## src/rtl/rr_arbiter_mux.sv

```systemverilog
// N-channel valid/ready multiplexer with fixed-priority, round-robin or forced
// channel selection feeding a single-entry registered output stage.
module rr_arbiter_mux #(
    parameter int WORD_LENGHT = 8,
    parameter int CHANNELS    = 4,
    parameter int MODE        = 1,
    parameter int SEL_W       = $clog2(CHANNELS)
) (
    input  logic                            clk,
    input  logic                            reset,
    input  logic [CHANNELS-1:0]             In_Valid,
    input  logic [CHANNELS*WORD_LENGHT-1:0] In_Data,
    output logic [CHANNELS-1:0]             In_Ready,
    input  logic [SEL_W-1:0]                Selector,
    output logic                            Out_Valid,
    output logic [WORD_LENGHT-1:0]          Out_Data,
    output logic [SEL_W-1:0]                Out_Channel,
    input  logic                            Out_Ready
);

    localparam int MODE_FIXED  = 0;
    localparam int MODE_RR     = 1;
    localparam int MODE_FORCED = 2;

    localparam logic [SEL_W:0]   NCH     = (SEL_W+1)'(CHANNELS);
    localparam logic [SEL_W-1:0] LAST_CH = SEL_W'(CHANNELS - 1);

    typedef enum logic {
        EMPTY = 1'b0,
        FULL  = 1'b1
    } state_t;

    state_t                   state_q, state_d;
    logic [WORD_LENGHT-1:0]   data_q, data_d;
    logic [SEL_W-1:0]         chan_q, chan_d;
    logic [SEL_W-1:0]         ptr_q, ptr_d;

    logic                     grant_found_s;
    logic [SEL_W-1:0]         grant_idx_s;
    logic [SEL_W:0]           rr_sum_s;
    logic                     load_en_s;
    logic                     xfer_s;

    // Grant selection; loops run high-to-low so the lowest candidate wins.
    always_comb begin
        grant_found_s = 1'b0;
        grant_idx_s   = '0;
        rr_sum_s      = '0;
        case (MODE)
            MODE_FIXED: begin
                for (int i = CHANNELS - 1; i >= 0; i--) begin
                    grant_found_s = grant_found_s | In_Valid[i];
                    grant_idx_s   = In_Valid[i] ? SEL_W'(i) : grant_idx_s;
                end
            end
            MODE_RR: begin
                for (int j = CHANNELS - 1; j >= 0; j--) begin
                    rr_sum_s      = {1'b0, ptr_q} + (SEL_W+1)'(j);
                    rr_sum_s      = (rr_sum_s >= NCH) ? (rr_sum_s - NCH) : rr_sum_s;
                    grant_found_s = grant_found_s | In_Valid[rr_sum_s[SEL_W-1:0]];
                    grant_idx_s   = In_Valid[rr_sum_s[SEL_W-1:0]] ? rr_sum_s[SEL_W-1:0] : grant_idx_s;
                end
            end
            MODE_FORCED: begin
                // Out-of-range selector values never grant.
                grant_found_s = ({1'b0, Selector} < NCH) & In_Valid[Selector];
                grant_idx_s   = Selector;
            end
            default: begin
                grant_found_s = 1'b0;
                grant_idx_s   = '0;
            end
        endcase
    end

    // Handshake generation and next-state of the output stage and pointer.
    always_comb begin
        load_en_s = (state_q == EMPTY) | Out_Ready;
        In_Ready  = '0;
        for (int i = 0; i < CHANNELS; i++) begin
            In_Ready[i] = load_en_s & grant_found_s & (grant_idx_s == SEL_W'(i)) & ~reset;
        end
        xfer_s  = |(In_Ready & In_Valid);

        state_d = state_q;
        data_d  = data_q;
        chan_d  = chan_q;
        ptr_d   = ptr_q;
        if (xfer_s) begin
            state_d = FULL;
            data_d  = In_Data[grant_idx_s*WORD_LENGHT +: WORD_LENGHT];
            chan_d  = grant_idx_s;
            ptr_d   = (MODE == MODE_RR) ?
                      ((grant_idx_s == LAST_CH) ? '0 : grant_idx_s + SEL_W'(1)) : '0;
        end else if (load_en_s) begin
            state_d = EMPTY;
        end else begin
            state_d = state_q;
        end
    end

    // State, output register and round-robin pointer.
    always_ff @(posedge clk) begin
        if (reset) begin
            state_q <= EMPTY;
            data_q  <= '0;
            chan_q  <= '0;
            ptr_q   <= '0;
        end else begin
            state_q <= state_d;
            data_q  <= data_d;
            chan_q  <= chan_d;
            ptr_q   <= ptr_d;
        end
    end

    assign Out_Valid   = (state_q == FULL);
    assign Out_Data    = data_q;
    assign Out_Channel = chan_q;

endmodule

```

## config.mk

```make
export PLATFORM = sky130hd
export DESIGN_NAME = rr_arbiter_mux
export DESIGN_NICKNAME = d
export VERILOG_FILES = /design/src/rtl/rr_arbiter_mux.sv
export SDC_FILE = /design/constraint.sdc
export NUM_CORES = 1
export LEC_CHECK = 0
export CORE_MARGIN = 2
export CORE_UTILIZATION = 35
export CTS_BUF_LIST = sky130_fd_sc_hd__clkbuf_16
export CTS_CLUSTER_DIAMETER = 50
export CTS_CLUSTER_SIZE = 28
export DETAILED_ROUTE_END_ITERATION = 12
export GPL_ROUTABILITY_DRIVEN = 0
export HOLD_SLACK_MARGIN = 0.12
export PLACE_DENSITY_LB_ADDON = 0.3
export SKIP_CTS_REPAIR_TIMING = 1
export SYNTH_ARGS = -nofsm -noshare
export SYNTH_HDL_FRONTEND = slang
export SYNTH_SLANG_ARGS = --single-unit
```

## constraint.sdc

```tcl
create_clock -name clk -period 2.35 [get_ports clk]
set_clock_uncertainty 0.2 [all_clocks]
set_input_delay 0.47 -clock clk [delete_from_list [all_inputs] [get_ports clk]]
set_output_delay 0.47 -clock clk [all_outputs]
set_load 0.02 [all_outputs]
```

==> flow_metrics.env, run 1 <==
export IMPL_status="completed"
export IMPL_setup_viol=0
export IMPL_start_kind="input port"
export IMPL_finalCritPeriodShare_pct=98.5
export IMPL_powerDensity_nw_per_um2=635
export IMPL_die_h_um=55.1
export IMPL_core_sq_um=2480
export IMPL_synth_cells=94
export IMPL_fp_row_count=18
export IMPL_io_pins=56
export IMPL_grt_overflow=0
export IMPL_vias=991
export IMPL_drt_total_wl_um=2810
export IMPL_antenna_cells=0
export IMPL_grt_first_pass_wirelength_um=4010
export IMPL_crit_type="in2out"
export IMPL_internal_power_mw=0.774
export IMPL_slew_viol_final=0
export IMPL_root_buffer="clkbuf_16"
export IMPL_area_growth_pct=92.5
export IMPL_worst_pin_slew_ns=0.258
export IMPL_drt_first_pass_iters=4
export IMPL_synthesis_nets=136
export IMPL_relSlewSlack_pct=82.7
export IMPL_synth_top_area_cell="dfxtp_1"
export IMPL_power_mw=1.12
export IMPL_fin_cells=200
export IMPL_hp_class="reg2reg"
export IMPL_numClockSinks=13
export IMPL_p_sw_mw=0.343
export IMPL_clockPowerShare_pct=28.6
export IMPL_vias_per_cell=4.96
export IMPL_start_util_pct=36.9
export IMPL_min_period_ns=2.31
export IMPL_yosys_top_cells_area="dfxtp_1, mux2i_1, mux2_2"
export IMPL_layout_nets=213
export IMPL_cp_data_arrival_time_ns=1.64
export IMPL_yosys_warnings=0
export IMPL_first_iter_violations=9
export IMPL_switching_share_pct=30.7
export IMPL_drcViolationCount=0
export IMPL_placed_cells=191
export IMPL_use_met1_pct=19.1
export IMPL_worstSetupEndpointType="output pin"
export IMPL_cts_htree_levels=1
export IMPL_power_leakage_nw=0.788
export IMPL_clk_path_buf_depth=2
export IMPL_worstPathRequired_ns=1.68
export IMPL_ff2ff_path_depth=11
export IMPL_power_frac_seq_pct=25.6
export IMPL_use_met2_pct=34.5
export IMPL_grt_pass1_vias=956
export IMPL_drv_cap=0
export IMPL_grt_max_degree=14
export IMPL_dieArea_sq_um=3040
export IMPL_cts_tree="built"
export IMPL_setup_ws_ns=0.0359
export IMPL_regArea_sq_um=260
export IMPL_comb_power_share_pct=45.9
export IMPL_grtUsageMet3_pct=5.91
export IMPL_wl_per_cell_um=14.0
export IMPL_antenna_found_initial=0
export IMPL_holdPathStages=2
export IMPL_cts_buffers=3
export IMPL_path_max_fanout=5
export IMPL_dpl_hpwl_um=2060
export IMPL_die_x_um=55.1
export IMPL_pre_cts_slack_ns=-0.750
export IMPL_grt_busiest_layer="met2"
export IMPL_drive_gt1_share_pct=35.9
export IMPL_io_buffers=53
export IMPL_setup_tns_final_ns=0
export IMPL_ant_nets=0
export IMPL_synth_distinct_cells=28
export IMPL_multi_input_area_sq_um=628
export IMPL_ir_drop_mv=0.675
export IMPL_fmax_ghz=0.432
export IMPL_yosysSeqAreaShare_pct=28.5
export IMPL_hold_viol=0
export IMPL_yosysTopAreaCellShare_pct=28.5
export IMPL_fillers=197
export IMPL_grt_use_total_pct=18.2
export IMPL_syn_area_per_cell_sq_um=9.73
export IMPL_ys_seq_elements=13
export IMPL_syn_area_sq_um=915
export IMPL_cts_clk_slew_worst_paths_ns=0.04
export IMPL_clock_latency_ns=0.24
sequential cells by signal (all words and copies together) (netlist names):
name and flops:
Out_Channel 2, ptr_q 2, Out_Valid 1, Out_Data 8
synthesized netlist by cell type (all sizes together):
library cell  instances
mux2i                17
dfxtp                13
o21ai                 9
mux2                  8
nand3b                8
inv                   7
nand2                 4
nand2b                4
nor2                  4
a21oi                 3
buf                   3
a221oi                2
and2                  2
a211o                 1
a21o                  1
a31oi                 1
and3                  1
clkbuf                1
clkinv                1
ha                    1
nand3                 1
o221ai                1
o22ai                 1
path summary, 6_finish.rpt:
| check | from | end | slack (ns) |
|---|---|---|---|
| worst max-delay path | reset | In_Ready[0] | 0.04 |
| worst min-delay path | Out_Channel[0]$_SDFFE_PP0P_ | Out_Channel[0]$_SDFFE_PP0P_ | 0.28 |
| worst max register to register | ptr_q[0]$_SDFFE_PP0P_ | Out_Data[1]$_SDFFE_PP0P_ | 0.21 |
| worst min register to register | Out_Channel[0]$_SDFFE_PP0P_ | Out_Channel[0]$_SDFFE_PP0P_ | 0.28 |
power groups by stage:
stage                     registers [mW]  clock network [mW]  logic [mW]
after floorplan                    0.326                   0       0.223
after global placement             0.284                   0       0.464
after detailed placement           0.288                   0       0.472
after CTS                          0.285               0.321       0.476
after global routing               0.290               0.339       0.550
final                              0.286               0.319       0.512
layout make-up:
cell class / instances / share of cell area (%)
Timing Repair Buffer: 76 / 40.9
Multi-Input combinational cell: 69 / 35.7
Inverter: 8 / 1.99
Clock inverter: 1 / 0.213
Tap cell: 30 / 2.13
Clock buffer: 3 / 4.26
Sequential cell: 13 / 14.8
placed cells by master (no fill, tap or decap), drive strengths merged:
master,n
inv,8
nand2b,4
o221ai,1
clkinv,1
dlymetal6s2s,5
nand3,1
clkdlybuf4s50,44
and2,2
buf,27
nor2,4
mux2,8
a211o,1
o21ai,9
and3,1
a31oi,1
nand3b,8
mux2i,17
a21o,1
o22ai,1
dfxtp,13
ha,1
a21oi,3
clkbuf,3
a221oi,2
nand2,4
metrics by stage:
stage	utilization, %	cell area, sq um	hold slack, ns
after global placement	63.4	1570	0.261
after CTS	66.6	1650	0.284
final	71.1	1760	0.284
after detailed placement	63.4	1570	0.266
after floorplan	-	915	0.270
after global routing	71.1	1760	0.296
worst max-delay path: stages:
cell and delay (ns):
clkdlybuf4s50_1 0.43, nand2b_4 0.16, a31oi_4 0.14, buf_6 0.14, nand2_4 0.06, nor2_1 0.10, buf_4 0.14
metal layers:
layer  up-vias  routed length (um)
li1        492                   -
met1       466                1120
met2        31                1490
met3         2                 183
met4         0                  19
met5         -                   0
cells by family (layout without fill, tap and decap cells):
logic type	after synthesis	in the layout	share of synthesized area [%]
mux	25	25	28.5
simple gates	24	24	16.3
compound gates	19	19	16.6
flops	13	13	28.5
buf+inv	12	88	8.89
fa+ha+maj	1	1	1.37
Note: power is estimated with default switching activity, not from simulation.
==> run 2, diff against run 1 <==
--- a/config.mk
+++ b/config.mk
@@ -14,6 +14,7 @@
 export GPL_ROUTABILITY_DRIVEN = 0
 export HOLD_SLACK_MARGIN = 0.12
 export PLACE_DENSITY_LB_ADDON = 0.3
+export SETUP_SLACK_MARGIN = 0.1
 export SKIP_CTS_REPAIR_TIMING = 1
 export SYNTH_ARGS = -nofsm -noshare
 export SYNTH_HDL_FRONTEND = slang
==> run 2 against run 1 <==
  * Power grew 1.9%
  * Flip-flop and latch count unchanged
  * Global-route usage unchanged
  * Cell area grew 2.1%
  * Routed wire length grew 7.3%
  * Core utilization up 1.5 points
  * Register-to-register slack worse by 0.06 ns
  * Clock power about the same
  * Die area unchanged
  * Critical path type is now reg2out
==> flow_metrics.env, run 2 (synthesis results as in run 1) <==
export IMPL_switching_share_pct=31.2
export IMPL_holdPathStages=2
export IMPL_cpPeakStageDelay_ns=0.35
export IMPL_hold_viol=0
export IMPL_internal_power_mw=0.784
export IMPL_powerDensity_nw_per_um2=633
export IMPL_drt_first_pass_iters=4
export IMPL_placed_cells=191
export IMPL_vias_per_cell=4.95
export IMPL_fp_row_count=18
export IMPL_numClockSinks=13
export IMPL_ff2ff_path_depth=11
export IMPL_vias=1005
export IMPL_slowest_stage="dfxtp_2"
export IMPL_clockPowerShare_pct=27.8
export IMPL_r2r_end="Out_Data[3]$_SDFFE_PP0P_"
export IMPL_grt_overflow=0
export IMPL_root_buffer="clkbuf_16"
export IMPL_start_util_pct=36.9
export IMPL_crit_chain="nand2b_1 -> a21oi_1 -> a211o_1 -> inv_2 -> buf_4 -> and3_4 -> buf_6"
export IMPL_min_to="Out_Channel[1]$_SDFFE_PP0P_"
export IMPL_grt_max_degree=14
export IMPL_setup_viol=0
export IMPL_drive_gt1_share_pct=40.5
export IMPL_p_sw_mw=0.355
export IMPL_comb_power_share_pct=47.0
export IMPL_fin_cells=203
export IMPL_worst_pin_slew_ns=0.273
export IMPL_hold_start="Out_Channel[1]$_SDFFE_PP0P_"
export IMPL_die_x_um=55.1
export IMPL_min_period_ns=2.25
export IMPL_clock_latency_ns=0.24
export IMPL_path_max_fanout=4
export IMPL_ant_nets=0
export IMPL_antenna_cells=0
export IMPL_power_frac_seq_pct=25.2
export IMPL_status="completed"
export IMPL_clk_path_buf_depth=2
export IMPL_cts_tree="built"
export IMPL_grt_pass1_vias=956
export IMPL_final_cell_mix="clkdlybuf4s50_1, buf_4, mux2i_1, dfxtp_1"
export IMPL_layout_nets=216
export IMPL_drcViolationCount=0
export IMPL_cts_clk_slew_worst_paths_ns=0.04
export IMPL_rrSetupSlack_ns=0.15
export IMPL_dieArea_sq_um=3040
export IMPL_largest_reg_flops=8
export IMPL_worstSetupEndpointType="output pin"
export IMPL_die_h_um=55.1
export IMPL_drv_cap=0
export IMPL_power_mw=1.14
export IMPL_hp_class="reg2reg"
export IMPL_final_common_cell="clkdlybuf4s50_1"
export IMPL_worstPathRequired_ns=1.68
export IMPL_fmax_ghz=0.444
export IMPL_cts_htree_levels=1
export IMPL_rsz0062_at_grt="no"
export IMPL_wl_per_cell_um=14.8
export IMPL_slew_viol_final=0
export IMPL_io_pins=56
export IMPL_antenna_found_initial=0
export IMPL_core_sq_um=2480
export IMPL_dpl_hpwl_um=2060
export IMPL_cp_data_arrival_time_ns=1.58
export IMPL_area_growth_pct=96.6
export IMPL_grt_use_total_pct=18.2
export IMPL_r2r_start="ptr_q[0]$_SDFFE_PP0P_"
export IMPL_startpoint="ptr_q[0]$_SDFFE_PP0P_"
export IMPL_io_buffers=53
export IMPL_cts_buffers=3
export IMPL_start_kind="flop"
export IMPL_grt_first_pass_wirelength_um=4010
export IMPL_first_iter_violations=7
export IMPL_relSlewSlack_pct=81.8
export IMPL_power_leakage_nw=0.798
export IMPL_crit_type="reg2out"
export IMPL_finalCritPeriodShare_pct=95.8
export IMPL_ir_drop_mv=0.685
export IMPL_drt_total_wl_um=3010
## run 2: cell types whose count changed in the layout (fill, tap and decap cells not counted), sizes merged
| cell | before | now |
|---|---|---|
| dlymetal6s2s | 5 | 4 |
| clkbuf | 3 | 5 |
| clkdlybuf4s50 | 44 | 43 |
| buf | 27 | 30 |
## run 2: worst max-delay path: cells and delay by family (launching register included)
| family | cells | cell delay (ns) |
|---|---|---|
| compound gates | 2 | 0.34 |
| buf+inv | 3 | 0.33 |
| simple gates | 2 | 0.31 |
| flops | 1 | 0.35 |
## run 2: worst max path at each step
stage / end / slack, ns / depth (start not counted)
after floorplan: ptr_q[0]$_SDFFE_PP0P_ / 0.16 / 12
after global placement: In_Ready[3] / -0.69 / 8
after detailed placement: In_Ready[3] / -0.75 / 8
after CTS: In_Ready[3] / -0.75 / 8
after global routing: In_Ready[1] / 0.06 / 7
final: In_Ready[1] / 0.1 / 7
## run 2: power groups by stage
stage          Clock [mW]  Combinational [mW]  Sequential (mW)
2_1_floorplan           0               0.223            0.326
3_3_place_gp            0               0.464            0.284
3_5_place_dp            0               0.472            0.288
4_1_cts             0.321               0.476            0.285
5_1_grt             0.332               0.571            0.290
6_report            0.317               0.535            0.287
## run 2: per-stage QoR
| step | TNS (ns) | hold slack, ns | setup slack, ns | instance area, sq um | utilization (%) |
|---|---|---|---|---|---|
| after floorplan | 0 | 0.270 | 0.158 | 915 | - |
| after global placement | -6.02 | 0.261 | -0.687 | 1570 | 63.4 |
| after detailed placement | -7.14 | 0.266 | -0.750 | 1570 | 63.4 |
| after CTS | -4.17 | 0.284 | -0.754 | 1650 | 66.6 |
| after global routing | 0 | 0.291 | 0.0561 | 1800 | 72.6 |
| final | 0 | 0.283 | 0.0991 | 1800 | 72.6 |
## run 2: cell type report
type,instances,area [sq um]
timing repair buffer,79,731
sequential,13,262
inverter,8,35.0
clock inverter,1,3.75
clock buffer,3,75.1
tap,30,37.5
fill,186,679
multi-input combinational,69,654
## run 2: per-layer routing
| layer | global-route usage, % | wire length (um) |
|---|---|---|
| met2 | 34.5 | 1640 |
| met1 | 19.1 | 1160 |
| met3 | 5.91 | 191 |
| met4 | 4.47 | 19 |
| met5 | 0 | 0 |
==> run 3, diff against run 2 <==
--- a/config.mk
+++ b/config.mk
@@ -6,7 +6,7 @@
 export NUM_CORES = 1
 export LEC_CHECK = 0
 export CORE_MARGIN = 2
-export CORE_UTILIZATION = 35
+export CORE_UTILIZATION = 37
 export CTS_BUF_LIST = sky130_fd_sc_hd__clkbuf_16
 export CTS_CLUSTER_DIAMETER = 50
 export CTS_CLUSTER_SIZE = 28
==> run 3 against run 2 <==
  * Die area is 5.0% lower
  * Setup slack worse by 0.026 ns
  * Non-clock buffer count down 4
  * Clock power fell by 1%
  * Sequential power hardly changed
  * Routed wire length shrank 14%
  * Largest power group unchanged
==> flow_metrics.env, run 3 (synthesis results as in run 1) <==
export IMPL_status="completed"
export IMPL_drt_total_wl_um=2600
export IMPL_rsz0062_at_grt="yes"
export IMPL_internal_power_mw=0.771
export IMPL_hold_viol=0
export IMPL_power_mw=1.10
export IMPL_hp_class="reg2reg"
export IMPL_r2r_start="ptr_q[0]$_SDFFE_PP0P_"
export IMPL_postLayoutCoreUtil_pct=72.0
export IMPL_largest_reg_flops=8
export IMPL_cts_htree_levels=1
export IMPL_drive_gt1_share_pct=36.1
export IMPL_path_max_fanout=3
export IMPL_drt_first_pass_iters=3
export IMPL_crit_top_cell="inv_2"
export IMPL_worst_pin_slew_ns=0.250
export IMPL_vias_per_cell=4.81
export IMPL_die_x_um=53.7
export IMPL_cts_clk_slew_worst_paths_ns=0.04
export IMPL_vias=958
export IMPL_final_common_cell="clkdlybuf4s50_1"
export IMPL_drcViolationCount=0
export IMPL_drv_cap=0
export IMPL_ant_nets=0
export IMPL_grt_use_total_pct=18.4
export IMPL_cts_tree="built"
export IMPL_core_sq_um=2410
export IMPL_start_kind="input port"
export IMPL_wl_per_cell_um=13.1
export IMPL_worstPathRequired_ns=1.68
export IMPL_setup_viol=0
export IMPL_fin_area_sq_um=1740
export IMPL_rrSetupSlack_ns=0.25
export IMPL_worstSetupEndpointType="output pin"
export IMPL_antenna_found_initial=0
export IMPL_p_sw_mw=0.330
export IMPL_slowest_stage="a211o_1"
export IMPL_setup_tns_final_ns=0
export IMPL_cp_data_arrival_time_ns=1.61
export IMPL_antenna_cells=0
export IMPL_grt_max_degree=14
export IMPL_clk_path_buf_depth=2
export IMPL_ff2ff_path_depth=11
export IMPL_fp_row_count=18
export IMPL_first_iter_violations=3
export IMPL_path_delay_family="buffers and inverters"
export IMPL_r2r_end="ptr_q[0]$_SDFFE_PP0P_"
export IMPL_die_h_um=53.7
export IMPL_hold_start="Out_Channel[0]$_SDFFE_PP0P_"
export IMPL_cts_buffers=3
export IMPL_cp_num_buf_inv=4
export IMPL_holdPathStages=2
export IMPL_comb_power_share_pct=45.6
export IMPL_finalCritPeriodShare_pct=96.9
export IMPL_dpl_hpwl_um=2080
export IMPL_powerDensity_nw_per_um2=634
export IMPL_grt_overflow=0
export IMPL_min_period_ns=2.28
export IMPL_io_buffers=53
export IMPL_relSlewSlack_pct=83.3
export IMPL_grt_first_pass_wirelength_um=3820
export IMPL_clockPowerShare_pct=28.5
export IMPL_crit_chain="dlymetal6s2s_1 -> inv_2 -> o22ai_1 -> a211o_1 -> inv_2 -> ha_2 -> and2_1 -> buf_4"
export IMPL_min_to="Out_Channel[0]$_SDFFE_PP0P_"
export IMPL_root_buffer="clkbuf_16"
export IMPL_clock_latency_ns=0.24
export IMPL_slew_viol_final=0
export IMPL_switching_share_pct=30.0
export IMPL_fmax_ghz=0.439
export IMPL_area_growth_pct=89.7
export IMPL_dieArea_sq_um=2890
export IMPL_layout_nets=212
export IMPL_power_frac_seq_pct=25.9
export IMPL_cpPeakStageDelay_ns=0.33
export IMPL_io_pins=56
export IMPL_placed_area_sq_um=1580
export IMPL_grt_pass1_vias=956
export IMPL_ir_drop_mv=0.417
export IMPL_power_leakage_nw=0.780
export IMPL_start_util_pct=38.0
export IMPL_final_cell_mix="clkdlybuf4s50_1, buf_4, mux2i_1, dfxtp_1"
export IMPL_numClockSinks=13
export IMPL_crit_type="in2out"
[run 3: final cells by class]
class | count | area [sq um]
Clock buffer | 3 | 75.1
Clock inverter | 1 | 3.75
Tap cell | 30 | 37.5
Inverter | 8 | 35.0
Fill cell | 176 | 674
Sequential cell | 13 | 262
Multi-Input combinational cell | 69 | 618
Timing Repair Buffer | 75 | 704
[run 3: layer usage]
layer  vias to the layer above  part of all wire (%)  track usage [%]
li1                        489                     -                -
met1                       438                    37             17.7
met2                        29                    56             36.2
met3                         2                   6.8             4.44
met4                         0                  0.42             8.12
met5                         -                     0                0
[run 3: power by group through the flow]
stage | Clock, mW | Sequential [mW] | Combinational (mW)
after floorplan | 0 | 0.326 | 0.223
after global placement | 0 | 0.284 | 0.465
after CTS | 0.320 | 0.283 | 0.476
after detailed placement | 0 | 0.286 | 0.474
final | 0.313 | 0.285 | 0.502
after global routing | 0.331 | 0.290 | 0.538
[run 3: how the worst max path moves through the flow]
| stage | from | end | slack [ns] | cells after the start |
|---|---|---|---|---|
| finish | In_Valid[0] | In_Ready[3] | 0.07 | 8 |
| global route | In_Valid[0] | In_Ready[3] | 0.002 | 8 |
| CTS | In_Valid[1] | In_Ready[3] | -0.78 | 8 |
| detailed placement | In_Valid[1] | In_Ready[3] | -0.77 | 8 |
| global placement | In_Valid[1] | In_Ready[3] | -0.71 | 8 |
| floorplan | In_Valid[0] | ptr_q[0]$_SDFFE_PP0P_ | 0.16 | 12 |
[run 3: worst register-to-register path, stage by stage, from the launching register on]
cell	delay (ns)
dfxtp_2	0.33
nand2b_1	0.16
a21oi_1	0.15
a211o_1	0.16
inv_2	0.06
ha_2	0.18
nand2_1	0.07
nand3_1	0.08
o21ai_2	0.23
buf_4	0.21
nand2_1	0.06
a21oi_1	0.14
[run 3: metrics by stage]
step	setup slack, ns	hold WS, ns	cells
2_1_floorplan	0.158	0.270	94
3_3_place_gp	-0.708	0.263	192
3_5_place_dp	-0.774	0.266	192
4_1_cts	-0.783	0.277	196
5_1_grt	0.00186	0.287	199
6_report	0.0732	0.273	199
